### config.mk
export PLATFORM = sky130hd
export DESIGN_NAME = sys_cmd_ctrl_flat
export DESIGN_NICKNAME = d
export VERILOG_FILES = /design/src/rtl/sys_cmd_ctrl_if.sv /design/src/rtl/sys_cmd_ctrl.sv /design/src/flat_wrapper.sv
export SDC_FILE = /design/constraint.sdc
export NUM_CORES = 1
export LEC_CHECK = 0
export ABC_CLOCK_PERIOD_IN_PS = 2700
export CAP_MARGIN = 20
export CELL_PAD_IN_SITES_DETAIL_PLACEMENT = 1
export CELL_PAD_IN_SITES_GLOBAL_PLACEMENT = 2
export CORE_UTILIZATION = 28
export DETAILED_ROUTE_END_ITERATION = 12
export PLACE_DENSITY = 0.91
export SYNTH_ARGS = -nofsm -noshare
export SYNTH_HDL_FRONTEND = slang
export SYNTH_SLANG_ARGS = --single-unit
### constraint.sdc
create_clock -name clk -period 2.7 [get_ports clk]
set_input_delay 0.27 -clock clk [delete_from_list [all_inputs] [get_ports clk]]
set_output_delay 0.27 -clock clk [all_outputs]
set_load 0.01 [all_outputs]
### src/rtl/sys_cmd_ctrl_if.sv
`default_nettype none
// ---------------------------------------------------------------------------
// sys_cmd_ctrl_if : rx byte / register-file / ALU / tx bundle of sys_cmd_ctrl
// Rev 1.0
// ---------------------------------------------------------------------------
interface sys_cmd_ctrl_if #(
    parameter int DATA_WIDTH = 8,
    parameter int ADDR_WIDTH = 4,
    parameter int FUN_WIDTH  = 4
);
    logic [DATA_WIDTH-1:0]   rx_data;
    logic                    rx_valid;
    logic                    rf_wr_en;
    logic                    rf_rd_en;
    logic [ADDR_WIDTH-1:0]   rf_addr;
    logic [DATA_WIDTH-1:0]   rf_wr_data;
    logic [DATA_WIDTH-1:0]   rf_rd_data;
    logic                    rf_rd_valid;
    logic                    alu_en;
    logic [FUN_WIDTH-1:0]    alu_fun;
    logic [2*DATA_WIDTH-1:0] alu_out;
    logic                    alu_out_valid;
    logic                    clk_gate_en;
    logic [DATA_WIDTH-1:0]   tx_data;
    logic                    tx_valid;
    logic                    tx_busy;

    // Controller side
    modport master (
        input  rx_data, rx_valid, rf_rd_data, rf_rd_valid, alu_out, alu_out_valid, tx_busy,
        output rf_wr_en, rf_rd_en, rf_addr, rf_wr_data, alu_en, alu_fun, clk_gate_en,
               tx_data, tx_valid
    );

    // Peripheral side (register file, ALU, UART)
    modport slave (
        output rx_data, rx_valid, rf_rd_data, rf_rd_valid, alu_out, alu_out_valid, tx_busy,
        input  rf_wr_en, rf_rd_en, rf_addr, rf_wr_data, alu_en, alu_fun, clk_gate_en,
               tx_data, tx_valid
    );
endinterface
`default_nettype wire

### src/rtl/sys_cmd_ctrl.sv
`default_nettype none
// ---------------------------------------------------------------------------
// sys_cmd_ctrl : command-frame decoder driving register file, ALU and tx path
// Rev 1.0
// ---------------------------------------------------------------------------
module sys_cmd_ctrl #(
    parameter int DATA_WIDTH = 8,
    parameter int ADDR_WIDTH = 4,
    parameter int FUN_WIDTH  = 4
) (
    input  logic           clk,
    input  logic           rst,
    sys_cmd_ctrl_if.master io_bus
);
    localparam logic [DATA_WIDTH-1:0] c_CMD_WR  = DATA_WIDTH'(8'hAA);
    localparam logic [DATA_WIDTH-1:0] c_CMD_RD  = DATA_WIDTH'(8'hBB);
    localparam logic [DATA_WIDTH-1:0] c_CMD_OPS = DATA_WIDTH'(8'hCC);
    localparam logic [DATA_WIDTH-1:0] c_CMD_ALU = DATA_WIDTH'(8'hDD);

    typedef enum logic [3:0] {
        S_IDLE, S_WR_ADDR, S_WR_DATA, S_RD_ADDR, S_RD_WAIT, S_OP_A, S_OP_B,
        S_ALU_FUN, S_ALU_WAIT, S_TX_LO, S_TX_LO_WT, S_TX_HI, S_TX_HI_WT
    } state_t;

    state_t                  r_state,     w_state;
    logic [ADDR_WIDTH-1:0]   r_addr,      w_addr;
    logic                    r_wr_en,     w_wr_en;
    logic                    r_rd_en,     w_rd_en;
    logic [DATA_WIDTH-1:0]   r_wr_data,   w_wr_data;
    logic                    r_alu_en,    w_alu_en;
    logic [FUN_WIDTH-1:0]    r_fun,       w_fun;
    logic                    r_gate,      w_gate;
    logic [DATA_WIDTH-1:0]   r_tx_data,   w_tx_data;
    logic                    r_tx_valid,  w_tx_valid;
    logic [2*DATA_WIDTH-1:0] r_result,    w_result;
    logic                    r_single,    w_single;
    logic                    r_busy_seen, w_busy_seen;

    always_ff @(posedge clk or negedge rst) begin
        if (!rst) begin
            r_state     <= S_IDLE;
            r_addr      <= '0;
            r_wr_en     <= 1'b0;
            r_rd_en     <= 1'b0;
            r_wr_data   <= '0;
            r_alu_en    <= 1'b0;
            r_fun       <= '0;
            r_gate      <= 1'b0;
            r_tx_data   <= '0;
            r_tx_valid  <= 1'b0;
            r_result    <= '0;
            r_single    <= 1'b0;
            r_busy_seen <= 1'b0;
        end else begin
            r_state     <= w_state;
            r_addr      <= w_addr;
            r_wr_en     <= w_wr_en;
            r_rd_en     <= w_rd_en;
            r_wr_data   <= w_wr_data;
            r_alu_en    <= w_alu_en;
            r_fun       <= w_fun;
            r_gate      <= w_gate;
            r_tx_data   <= w_tx_data;
            r_tx_valid  <= w_tx_valid;
            r_result    <= w_result;
            r_single    <= w_single;
            r_busy_seen <= w_busy_seen;
        end
    end

    always_comb begin
        w_state     = r_state;
        w_addr      = r_addr;
        w_wr_en     = 1'b0;
        w_rd_en     = 1'b0;
        w_wr_data   = r_wr_data;
        w_alu_en    = 1'b0;
        w_fun       = r_fun;
        w_gate      = r_gate;
        w_tx_data   = r_tx_data;
        w_tx_valid  = r_tx_valid;
        w_result    = r_result;
        w_single    = r_single;
        w_busy_seen = r_busy_seen;
        case (r_state)
            S_IDLE: begin
                if (io_bus.rx_valid) begin
                    if (io_bus.rx_data == c_CMD_WR)       w_state = S_WR_ADDR;
                    else if (io_bus.rx_data == c_CMD_RD)  w_state = S_RD_ADDR;
                    else if (io_bus.rx_data == c_CMD_OPS) w_state = S_OP_A;
                    else if (io_bus.rx_data == c_CMD_ALU) begin
                        w_state = S_ALU_FUN;
                        w_gate  = 1'b1;
                    end
                end
            end
            S_WR_ADDR: if (io_bus.rx_valid) begin
                w_addr  = io_bus.rx_data[ADDR_WIDTH-1:0];
                w_state = S_WR_DATA;
            end
            S_WR_DATA: if (io_bus.rx_valid) begin
                w_wr_en   = 1'b1;
                w_wr_data = io_bus.rx_data;
                w_state   = S_IDLE;
            end
            S_RD_ADDR: if (io_bus.rx_valid) begin
                w_addr  = io_bus.rx_data[ADDR_WIDTH-1:0];
                w_rd_en = 1'b1;
                w_state = S_RD_WAIT;
            end
            S_RD_WAIT: if (io_bus.rf_rd_valid) begin
                w_result   = {{DATA_WIDTH{1'b0}}, io_bus.rf_rd_data};
                w_single   = 1'b1;
                w_tx_data  = io_bus.rf_rd_data;
                w_tx_valid = 1'b1;
                w_state    = S_TX_LO;
            end
            // Operands land in fixed register-file slots 0 (A) and 1 (B)
            S_OP_A: if (io_bus.rx_valid) begin
                w_wr_en   = 1'b1;
                w_addr    = '0;
                w_wr_data = io_bus.rx_data;
                w_state   = S_OP_B;
            end
            S_OP_B: if (io_bus.rx_valid) begin
                w_wr_en   = 1'b1;
                w_addr    = ADDR_WIDTH'(1);
                w_wr_data = io_bus.rx_data;
                w_gate    = 1'b1;
                w_state   = S_ALU_FUN;
            end
            S_ALU_FUN: if (io_bus.rx_valid) begin
                w_fun    = io_bus.rx_data[FUN_WIDTH-1:0];
                w_alu_en = 1'b1;
                w_state  = S_ALU_WAIT;
            end
            S_ALU_WAIT: if (io_bus.alu_out_valid) begin
                w_result   = io_bus.alu_out;
                w_single   = 1'b0;
                w_gate     = 1'b0;
                w_tx_data  = io_bus.alu_out[DATA_WIDTH-1:0];
                w_tx_valid = 1'b1;
                w_state    = S_TX_LO;
            end
            S_TX_LO, S_TX_HI: if (r_tx_valid && !io_bus.tx_busy) begin
                w_tx_valid  = 1'b0;
                w_busy_seen = 1'b0;
                w_state     = (r_state == S_TX_LO) ? S_TX_LO_WT : S_TX_HI_WT;
            end
            // The byte is only done once the transmitter has gone busy and idle again
            S_TX_LO_WT: begin
                if (io_bus.tx_busy) begin
                    w_busy_seen = 1'b1;
                end else if (r_busy_seen) begin
                    if (r_single) begin
                        w_state = S_IDLE;
                    end else begin
                        w_tx_data  = r_result[2*DATA_WIDTH-1:DATA_WIDTH];
                        w_tx_valid = 1'b1;
                        w_state    = S_TX_HI;
                    end
                end
            end
            S_TX_HI_WT: begin
                if (io_bus.tx_busy)   w_busy_seen = 1'b1;
                else if (r_busy_seen) w_state     = S_IDLE;
            end
            default: w_state = S_IDLE;
        endcase
    end

    assign io_bus.rf_wr_en    = r_wr_en;
    assign io_bus.rf_rd_en    = r_rd_en;
    assign io_bus.rf_addr     = r_addr;
    assign io_bus.rf_wr_data  = r_wr_data;
    assign io_bus.alu_en      = r_alu_en;
    assign io_bus.alu_fun     = r_fun;
    assign io_bus.clk_gate_en = r_gate;
    assign io_bus.tx_data     = r_tx_data;
    assign io_bus.tx_valid    = r_tx_valid;
endmodule
`default_nettype wire

### src/flat_wrapper.sv
// flat-port wrapper written by rule: the top's interface ports become plain ports
module sys_cmd_ctrl_flat 
#(
    parameter int DATA_WIDTH = 8,
    parameter int ADDR_WIDTH = 4,
    parameter int FUN_WIDTH  = 4
)
  (clk, rst, io_bus_rx_data, io_bus_rx_valid, io_bus_rf_rd_data, io_bus_rf_rd_valid, io_bus_alu_out, io_bus_alu_out_valid, io_bus_tx_busy, io_bus_rf_wr_en, io_bus_rf_rd_en, io_bus_rf_addr, io_bus_rf_wr_data, io_bus_alu_en, io_bus_alu_fun, io_bus_clk_gate_en, io_bus_tx_data, io_bus_tx_valid);
  sys_cmd_ctrl_if #(.DATA_WIDTH(DATA_WIDTH), .ADDR_WIDTH(ADDR_WIDTH), .FUN_WIDTH(FUN_WIDTH)) io_bus_i ();
  input  logic clk;
  input  logic rst;
  input wire logic [$bits(io_bus_i.rx_data)-1:0] io_bus_rx_data;
  input wire logic [$bits(io_bus_i.rx_valid)-1:0] io_bus_rx_valid;
  input wire logic [$bits(io_bus_i.rf_rd_data)-1:0] io_bus_rf_rd_data;
  input wire logic [$bits(io_bus_i.rf_rd_valid)-1:0] io_bus_rf_rd_valid;
  input wire logic [$bits(io_bus_i.alu_out)-1:0] io_bus_alu_out;
  input wire logic [$bits(io_bus_i.alu_out_valid)-1:0] io_bus_alu_out_valid;
  input wire logic [$bits(io_bus_i.tx_busy)-1:0] io_bus_tx_busy;
  output wire logic [$bits(io_bus_i.rf_wr_en)-1:0] io_bus_rf_wr_en;
  output wire logic [$bits(io_bus_i.rf_rd_en)-1:0] io_bus_rf_rd_en;
  output wire logic [$bits(io_bus_i.rf_addr)-1:0] io_bus_rf_addr;
  output wire logic [$bits(io_bus_i.rf_wr_data)-1:0] io_bus_rf_wr_data;
  output wire logic [$bits(io_bus_i.alu_en)-1:0] io_bus_alu_en;
  output wire logic [$bits(io_bus_i.alu_fun)-1:0] io_bus_alu_fun;
  output wire logic [$bits(io_bus_i.clk_gate_en)-1:0] io_bus_clk_gate_en;
  output wire logic [$bits(io_bus_i.tx_data)-1:0] io_bus_tx_data;
  output wire logic [$bits(io_bus_i.tx_valid)-1:0] io_bus_tx_valid;
  assign io_bus_i.rx_data = io_bus_rx_data;
  assign io_bus_i.rx_valid = io_bus_rx_valid;
  assign io_bus_i.rf_rd_data = io_bus_rf_rd_data;
  assign io_bus_i.rf_rd_valid = io_bus_rf_rd_valid;
  assign io_bus_i.alu_out = io_bus_alu_out;
  assign io_bus_i.alu_out_valid = io_bus_alu_out_valid;
  assign io_bus_i.tx_busy = io_bus_tx_busy;
  assign io_bus_rf_wr_en = io_bus_i.rf_wr_en;
  assign io_bus_rf_rd_en = io_bus_i.rf_rd_en;
  assign io_bus_rf_addr = io_bus_i.rf_addr;
  assign io_bus_rf_wr_data = io_bus_i.rf_wr_data;
  assign io_bus_alu_en = io_bus_i.alu_en;
  assign io_bus_alu_fun = io_bus_i.alu_fun;
  assign io_bus_clk_gate_en = io_bus_i.clk_gate_en;
  assign io_bus_tx_data = io_bus_i.tx_data;
  assign io_bus_tx_valid = io_bus_i.tx_valid;
  sys_cmd_ctrl #(.DATA_WIDTH(DATA_WIDTH), .ADDR_WIDTH(ADDR_WIDTH), .FUN_WIDTH(FUN_WIDTH)) u_core (.clk(clk), .rst(rst), .io_bus(io_bus_i));
endmodule
Word level (Yosys, flattened, before mapping)
Cells that the tools add are included.
- register bits: 51
- input port bits: 38
- word-level logic and storage cells: 128
- reductions and logical operators: 22
- equality and inequality tests: 38
- multiplexer cells: 55
- operators by type and width (cell ; number):
    4-bit two-way mux ; 21
    4-bit case mux with 12 select lines ; 1
    8-bit two-way mux ; 5
    8-bit == test, second input constant ; 4
    16-bit two-way mux ; 2
    16-bit case mux with 2 select lines ; 1
    2-bit != test, second input constant ; 15
    8-bit case mux with 3 select lines ; 1
    4-bit == test, second input constant ; 5
    1-bit two-way mux ; 18
    4-bit by 3-bit == test with 1-bit output, second input constant ; 4
    15-bit AND reduction ; 1
    2-bit by 1-bit != test with 1-bit output, second input constant ; 6
    4-bit case mux with 3 select lines ; 1
    3-bit nonzero test ; 3
    4-bit by 2-bit == test with 1-bit output, second input constant ; 2
    8-bit AND reduction ; 1
    7-bit AND reduction ; 1
    3-bit AND reduction ; 2
    6-bit AND reduction ; 1
    2-bit OR reduction ; 3
    5-bit by 1-bit != test with 1-bit output, second input constant ; 1
    4-bit by 1-bit == test with 1-bit output, second input constant ; 1
    4-bit zero test ; 1
    11 further kinds ; 14

Longest topological paths before layout
Gate-level depths: netlist of the first run.
- depth after elaboration: 7
- mapped depth: 8
- mapped depth without buffers: 5

Worst setup path after synthesis of the first run
OpenSTA, ideal clock, no wires.
- kind: reg-to-reg
- start point: register u_core.r_state[2]
- end point: register u_core.r_tx_data[0] (netlist: u_core.io_bus.tx_data[0])
- arrival: 1759 ps
- library setup time: 125 ps
- buffers on the path: 3
- stages on the path, launching flop included: 9
- path slack: 816 ps
- path through: dfrtp_1 -> clkbuf_2 -> nand2b_1 -> buf_4 -> o22ai_1 -> and2_0 -> buf_2 -> nor3_4 -> mux2_2
- longest elaborated chain between the ends: 3
- RTL lines (what ; line ; text):
    from (decl) ; sys_cmd_ctrl.sv:25 ; state_t r_state, w_state;
    from (signal assigned) ; sys_cmd_ctrl.sv:55 ; r_state <= w_state;
    4-bit == test or 4-bit by 3-bit == test with 1-bit output (tied branches) ; sys_cmd_ctrl.sv:85 ; case (r_state)
    2-bit != test (no source line) (tied with other cells) ; - ;
    6-bit AND reduction (no source line) ; - ;
    to (signal assigned) ; sys_cmd_ctrl.sv:63 ; r_tx_data <= w_tx_data;
    to (decl) ; sys_cmd_ctrl.sv:33 ; logic [DATA_WIDTH-1:0] r_tx_data, w_tx_data;
Several ways; a longest one is shown, not always the timed one.
A chain may end at the register's enable or synchronous reset.

Worst setup path after layout of the first run
- start point: register u_core.r_state[2]
- end point: register u_core.r_tx_data[2] (netlist: u_core.io_bus.tx_data[2])
Same word-level chain as after synthesis.

==> results.py, run 1 <==
metrics = {
    "run_status": {
        "outcome": "finished clean",
    },
    "setup_path": {
        "reg2reg_depth": 5,
        "path_class": "flip-flop to flip-flop",
        "worst-r2r-setup-slack_ps": 500,
        "crit_fanout": 11,
        "required_ps": 2880,
        "startpoint_type": "flip-flop",
        "end_kind": "flip-flop",
        "worstPathArrival_ps": 2380,
    },
    "drt": {
        "dr.pass1.iters": 4,
        "avgRoutedWirePerCell_um": 16.1,
        "drcViolationCount": 0,
        "ant_nets": 0,
        "vias": 1857,
        "postRouteWirelength_um": 6070,
        "via_per_inst": 4.94,
        "drt-initial-drc-count": 80,
    },
    "die": {
        "io_pins": 67,
        "die_w_um": 89.7,
        "die_y_um": 89.7,
        "std_cell_rows": 31,
        "die_area_um2": 8050,
        "core_um2": 7330,
        "floorplan.initialDensity_pct": 29.4,
    },
    "power_and_ir_drop": {
        "switchingPower_uw": 1260,
        "internal_power_uw": 2070,
        "combPwrFrac_pct": 53.4,
        "p_leak_uw": 0.00126,
        "power-per-cell-area_nw_per_um2": 1100,
        "power_frac_seq_pct": 33.7,
        "ir_drop_mv": 0.451,
        "clkPwrFrac_pct": 12.9,
        "total_power_uw": 3330,
        "p_sw_share_pct": 37.9,
    },
    "sta": {
        "hold_ws_ps": 118,
        "setup_ws_ps": 500,
        "fmax_ghz": 0.455,
        "rsz0062_at_grt": "false",
        "relSlewSlack_pct": 36.7,
        "setup_viol": 0,
        "period_share_pct": 81.5,
        "hold_viol_final": 0,
        "fin_skew_ps": 13.6,
        "period_needed_ps": 2200,
        "drv_slew": 0,
        "worst_pin_slew_ps": 950,
        "fin_tns_setup_ps": 0,
    },
    "logic_synthesis": {
        "syn_area_um2": 2150,
        "yosysSeqAreaShare_pct": 50.0,
        "synthesis.nets": 245,
        "synth_cells": 207,
        "syn_avg_cell_area_um2": 10.4,
        "yosysWarnings": 0,
        "yosysUniqueCellTypes": 40,
        "ys_seq_elements": 43,
        "synth_edf_count": 0,
        "synth_flop_cell": "dfrtp_1",
        "synthArstFlopShare_pct": 100,
    },
    "global_routing": {
        "grt_max_degree": 44,
        "grt_pass1_vias": 1995,
        "grt_pass1_wl_um": 10100,
        "antenna_found_initial": 0,
        "gr-usage-all-layers_pct": 16.5,
        "grt_overflow": 0,
    },
    "cts": {
        "clk_latency_ps": 300,
        "cts_buffers": 5,
        "cts.sinks": 43,
        "root_buffer": "clkbuf_8",
        "cts_tree": "built",
        "cts.repair_timing.setup_buffer_count": 0,
        "cts.path.max_buffers": 2,
        "cts.reportedPaths.clkPinSlew_ps": 90,
        "htree_levels": 2,
        "cts.repair.resized": 0,
        "holdBufCountCts": 0,
    },
    "flow_run": {
        "max_cap_violations": 0,
    },
    "finish": {
        "antenna_cells": 0,
        "drive_gt1_share_pct": 14.1,
        "nets": 314,
        "area_delta_synth_final_pct": 41.0,
    },
    "placed_design": {
        "dp_hpwl_um": 4500,
        "gp_congestion": 0.823,
        "numPortBuffers": 66,
        "pre_cts_ws_ps": 462,
    },
    "worst_hold_path": {
        "hp-class": "input pin to asynchronous set/reset pin",
    },
}
-- cells in the final DEF (no fill, tap or decap), types with 3 or more instances in the layout --
cell type and count:
clkdlybuf4s50_1 65, dfrtp_1 43, o21ai_0 22, nand2_1 21
mux2_2 21, a21oi_1 14, nor2_1 12, a22o_1 9
buf_4 9, mux2i_1 8, nand2b_1 6, clkbuf_8 6
nor2b_1 3, xnor2_1 3, nor3_1 3
-- layout make-up --
type                            count  area, um^2
Tap cell                           99         124
Multi-Input combinational cell    149        1010
Sequential cell                    43        1080
Fill cell                         817        4300
Clock inverter                      1        8.76
Clock buffer                        7        86.3
Timing Repair Buffer               75         723
Inverter                            2        7.51
-- layer usage --
layer	GRT usage, %	routed length, um	vias to the layer above
met5	0	0	-
met4	5.48	97	0
li1	-	-	883
met2	27.0	2980	43
met1	22.3	2740	921
met3	2.65	248	10
-- final timing paths --
kind | start | end
hold reg to reg | u_core.io_bus.rf_addr[1]$_DFFE_PN0P_ | u_core.io_bus.rf_addr[1]$_DFFE_PN0P_
min in group clk | u_core.io_bus.rf_addr[1]$_DFFE_PN0P_ | u_core.io_bus.rf_addr[1]$_DFFE_PN0P_
setup / recovery | u_core.r_state[2]$_DFFE_PN0P_ | u_core.io_bus.tx_data[2]$_DFFE_PN0P_
setup reg to reg | u_core.r_state[2]$_DFFE_PN0P_ | u_core.io_bus.tx_data[2]$_DFFE_PN0P_
hold / removal | rst | u_core.r_single$_DFFE_PN0P_
max in group asynchronous | rst | u_core.io_bus.rf_addr[0]$_DFFE_PN0P_
-- kinds of logic (layout without fill, tap and decap cells) --
kind of cell	after synthesis	after routing	share of synthesized area, %
simple gates	60	60	14.4
mux	29	29	14.7
buf+inv	15	85	3.14
flops	43	43	50.0
compound gates	56	56	16.2
xor+xnor	4	4	1.63
-- worst max-delay path, cell delays in order, from the launching register on --
cell and delay, ps:
dfrtp_1 550, nand2b_1 190, o22ai_1 110, and2_0 310
nor3_4 540, mux2_2 390
-- registers in the layout, summed over array words and instances (netlist names), 4 cells and up --
name and count:
u_core.r_state 4, u_core.io_bus.alu_fun 4, u_core.r_result 8, u_core.io_bus.tx_data 8, u_core.io_bus.rf_addr 4, u_core.io_bus.rf_wr_data 8
-- power by group through the flow --
stage	Clock (uW)	Combinational [uW]	Sequential, uW
3_5_place_dp	0	1780	1130
2_1_floorplan	0	1010	1150
3_3_place_gp	0	1750	1130
6_report	430	1780	1120
4_1_cts	446	1800	1120
5_1_grt	466	1950	1160
-- per-stage QoR --
| stage | utilization, % | std cells | cell area [um^2] |
|---|---|---|---|
| after floorplan | - | 207 | 2150 |
| after global placement | 40.1 | 368 | 2940 |
| after detailed placement | 40.1 | 368 | 2940 |
| after CTS | 41.4 | 376 | 3040 |
| after global routing | 41.4 | 376 | 3040 |
| final | 41.4 | 376 | 3040 |
-- synth_stat cells, types with 5 or more instances --
cell,count,share of area (%)
o21ai_0,22,5.1
a22o_1,9,3.7
buf_2,5,1.2
nand2_1,21,3.7
nor2_1,12,2.1
nand2b_1,6,1.7
a21oi_1,14,3.3
mux2i_1,8,3.7
mux2_2,21,11
dfrtp_1,43,50
clkbuf_1,5,0.87
(Power assumes the default switching activity.)
==> run 2: changes to the inputs <==
Settings changed: ABC_CLOCK_PERIOD_IN_PS 2700 to 2100.
Clock period 2.7 ns to 2.1 ns, I/O delays scaled along.
==> results.py, run 2 (synthesis results as in run 1) <==
metrics = {
    "global_routing": {
        "gr-usage-all-layers_pct": 18.0,
        "grt_pass1_wl_um": 10800,
        "antenna_found_initial": 0,
        "grt_pass1_vias": 2141,
        "grt_max_degree": 44,
        "grt_overflow": 0,
    },
    "setup_path": {
        "crit_path_start": "u_core.r_state[2]$_DFFE_PN0P_",
        "crit_fanout": 8,
        "max_stage_delay_ps": 400,
        "timing.rr.start": "u_core.r_state[2]$_DFFE_PN0P_",
        "path_cells": "buf_4, nand2b_1, o22ai_1, and2_0, buf_4, nor3_1, mux2_2",
        "critPathSlowestCell": "dfrtp_1",
        "required_ps": 2290,
        "path_class": "flip-flop to flip-flop",
        "startpoint_type": "flip-flop",
        "worstPathArrival_ps": 2170,
        "cp_common_cell": "buf_4",
        "end_kind": "flip-flop",
    },
    "sta": {
        "drv_slew": 0,
        "period_share_pct": 94.2,
        "fin_tns_setup_ps": 0,
        "setup_ws_ps": 121,
        "period_needed_ps": 1980,
        "fmax_ghz": 0.505,
        "worst_pin_slew_ps": 567,
        "rsz0062_at_grt": "false",
        "relSlewSlack_pct": 62.2,
        "setup_viol": 0,
        "fin_skew_ps": 7.73,
        "hold_viol_final": 0,
    },
    "power_and_ir_drop": {
        "switchingPower_uw": 1660,
        "power-per-cell-area_nw_per_um2": 1390,
        "power_frac_seq_pct": 32.6,
        "p_sw_share_pct": 37.9,
        "combPwrFrac_pct": 55.3,
        "clkPwrFrac_pct": 12.0,
        "internal_power_uw": 2710,
        "ir_drop_mv": 0.520,
        "p_leak_uw": 0.00133,
    },
    "cts": {
        "cts.repair.resized": 0,
        "htree_levels": 2,
        "root_buffer": "clkbuf_8",
        "cts_tree": "built",
        "clk_latency_ps": 300,
        "cts_buffers": 5,
        "cts.reportedPaths.clkPinSlew_ps": 80,
        "cts.path.max_buffers": 2,
        "holdBufCountCts": 1,
        "cts.repair_timing.setup_buffer_count": 0,
        "cts.sinks": 43,
    },
    "drt": {
        "via_per_inst": 4.92,
        "drcViolationCount": 0,
        "drt-initial-drc-count": 88,
        "avgRoutedWirePerCell_um": 16.6,
        "dr.pass1.iters": 4,
        "ant_nets": 0,
        "vias": 1917,
        "postRouteWirelength_um": 6470,
    },
    "placed_design": {
        "pre_cts_ws_ps": -53.6,
        "dp_hpwl_um": 4890,
        "numPortBuffers": 66,
        "gp_congestion": 0.798,
        "place_inst": 381,
        "placed_area_um2": 3050,
    },
    "flow_run": {
        "max_cap_violations": 0,
    },
    "worst_hold_path": {
        "hp-start": "u_core.io_bus.rf_addr[3]$_DFFE_PN0P_",
        "hp-class": "flip-flop to flip-flop",
    },
    "die": {
        "die_area_um2": 8050,
        "io_pins": 67,
        "std_cell_rows": 31,
        "floorplan.initialDensity_pct": 29.4,
        "die_w_um": 89.7,
        "core_um2": 7330,
        "die_y_um": 89.7,
    },
    "finish": {
        "fin_util_pct": 42.9,
        "nets": 328,
        "area_delta_synth_final_pct": 45.9,
        "layout_common_cells": "clkdlybuf4s50_1 (65), dfrtp_1 (43), o21ai_0 (22)",
        "drive_gt1_share_pct": 17.5,
        "final_common_cell": "clkdlybuf4s50_1",
        "antenna_cells": 0,
        "design_area_um2": 3140,
        "fin_cells": 390,
    },
    "run_status": {
        "outcome": "finished clean",
    },
}
==> run 2: cell types whose count changed in the layout (fill, tap and decap cells not counted), sizes merged <==
| cell | previous run | this run |
|---|---|---|
| buf | 10 | 23 |
| dlygate4sd3 | 0 | 1 |
==> run 2: through the flow <==
stage | hold slack (ps) | total power, uW
detailed placement | 334 | 3860
finish | 496 | 4360
global route | 523 | 4690
global placement | 327 | 3790
floorplan | -85.6 | 2780
CTS | 503 | 4410
==> run 2: routing by layer <==
| layer | GRT usage (%) | routed length (um) | up-vias |
|---|---|---|---|
| met4 | 6.49 | 109 | 0 |
| li1 | - | - | 909 |
| met3 | 3.02 | 202 | 9 |
| met2 | 31.0 | 3290 | 36 |
| met1 | 22.9 | 2860 | 963 |
| met5 | 0 | 0 | - |
==> run 2: final cells by class <==
cell class | instances | area, um^2
tap | 99 | 124
clock inverter | 1 | 5.00
sequential | 43 | 1080
timing repair buffer | 89 | 843
clock buffer | 7 | 76.3
fill | 812 | 4190
multi-input combinational | 149 | 1010
inverter | 2 | 7.51
==> run 2: power groups by stage <==
| stage | Combinational, uW | Clock, uW | Sequential (uW) |
|---|---|---|---|
| after CTS | 2440 | 539 | 1430 |
| after global placement | 2350 | 0 | 1430 |
| after floorplan | 1300 | 0 | 1470 |
| final | 2410 | 525 | 1420 |
| after global routing | 2640 | 569 | 1480 |
| after detailed placement | 2420 | 0 | 1440 |
==> run 2: final timing paths <==
check / end / slack (ps) / cells after the start
worst min register to register: u_core.io_bus.rf_addr[3]$_DFFE_PN0P_ / 500 / 2
max in group asynchronous: u_core.io_bus.rf_addr[1]$_DFFE_PN0P_ / 1190 / 3
worst min-delay path: u_core.io_bus.rf_addr[3]$_DFFE_PN0P_ / 500 / 2
min in group asynchronous: u_core.io_bus.tx_data[5]$_DFFE_PN0P_ / 520 / 3
worst max-delay path: u_core.r_state[1]$_DFFE_PN0P_ / 120 / 7
worst max register to register: u_core.r_state[1]$_DFFE_PN0P_ / 120 / 7
==> run 2: worst max-delay path, delay by kind of cell, from the launching register on <==
family | cells | cell delay (ps)
AOI/OAI and AO/OA | 1 | 110
buffers and inverters | 2 | 360
DFF | 1 | 400
muxes | 1 | 370
and+or+nand+nor | 3 | 630
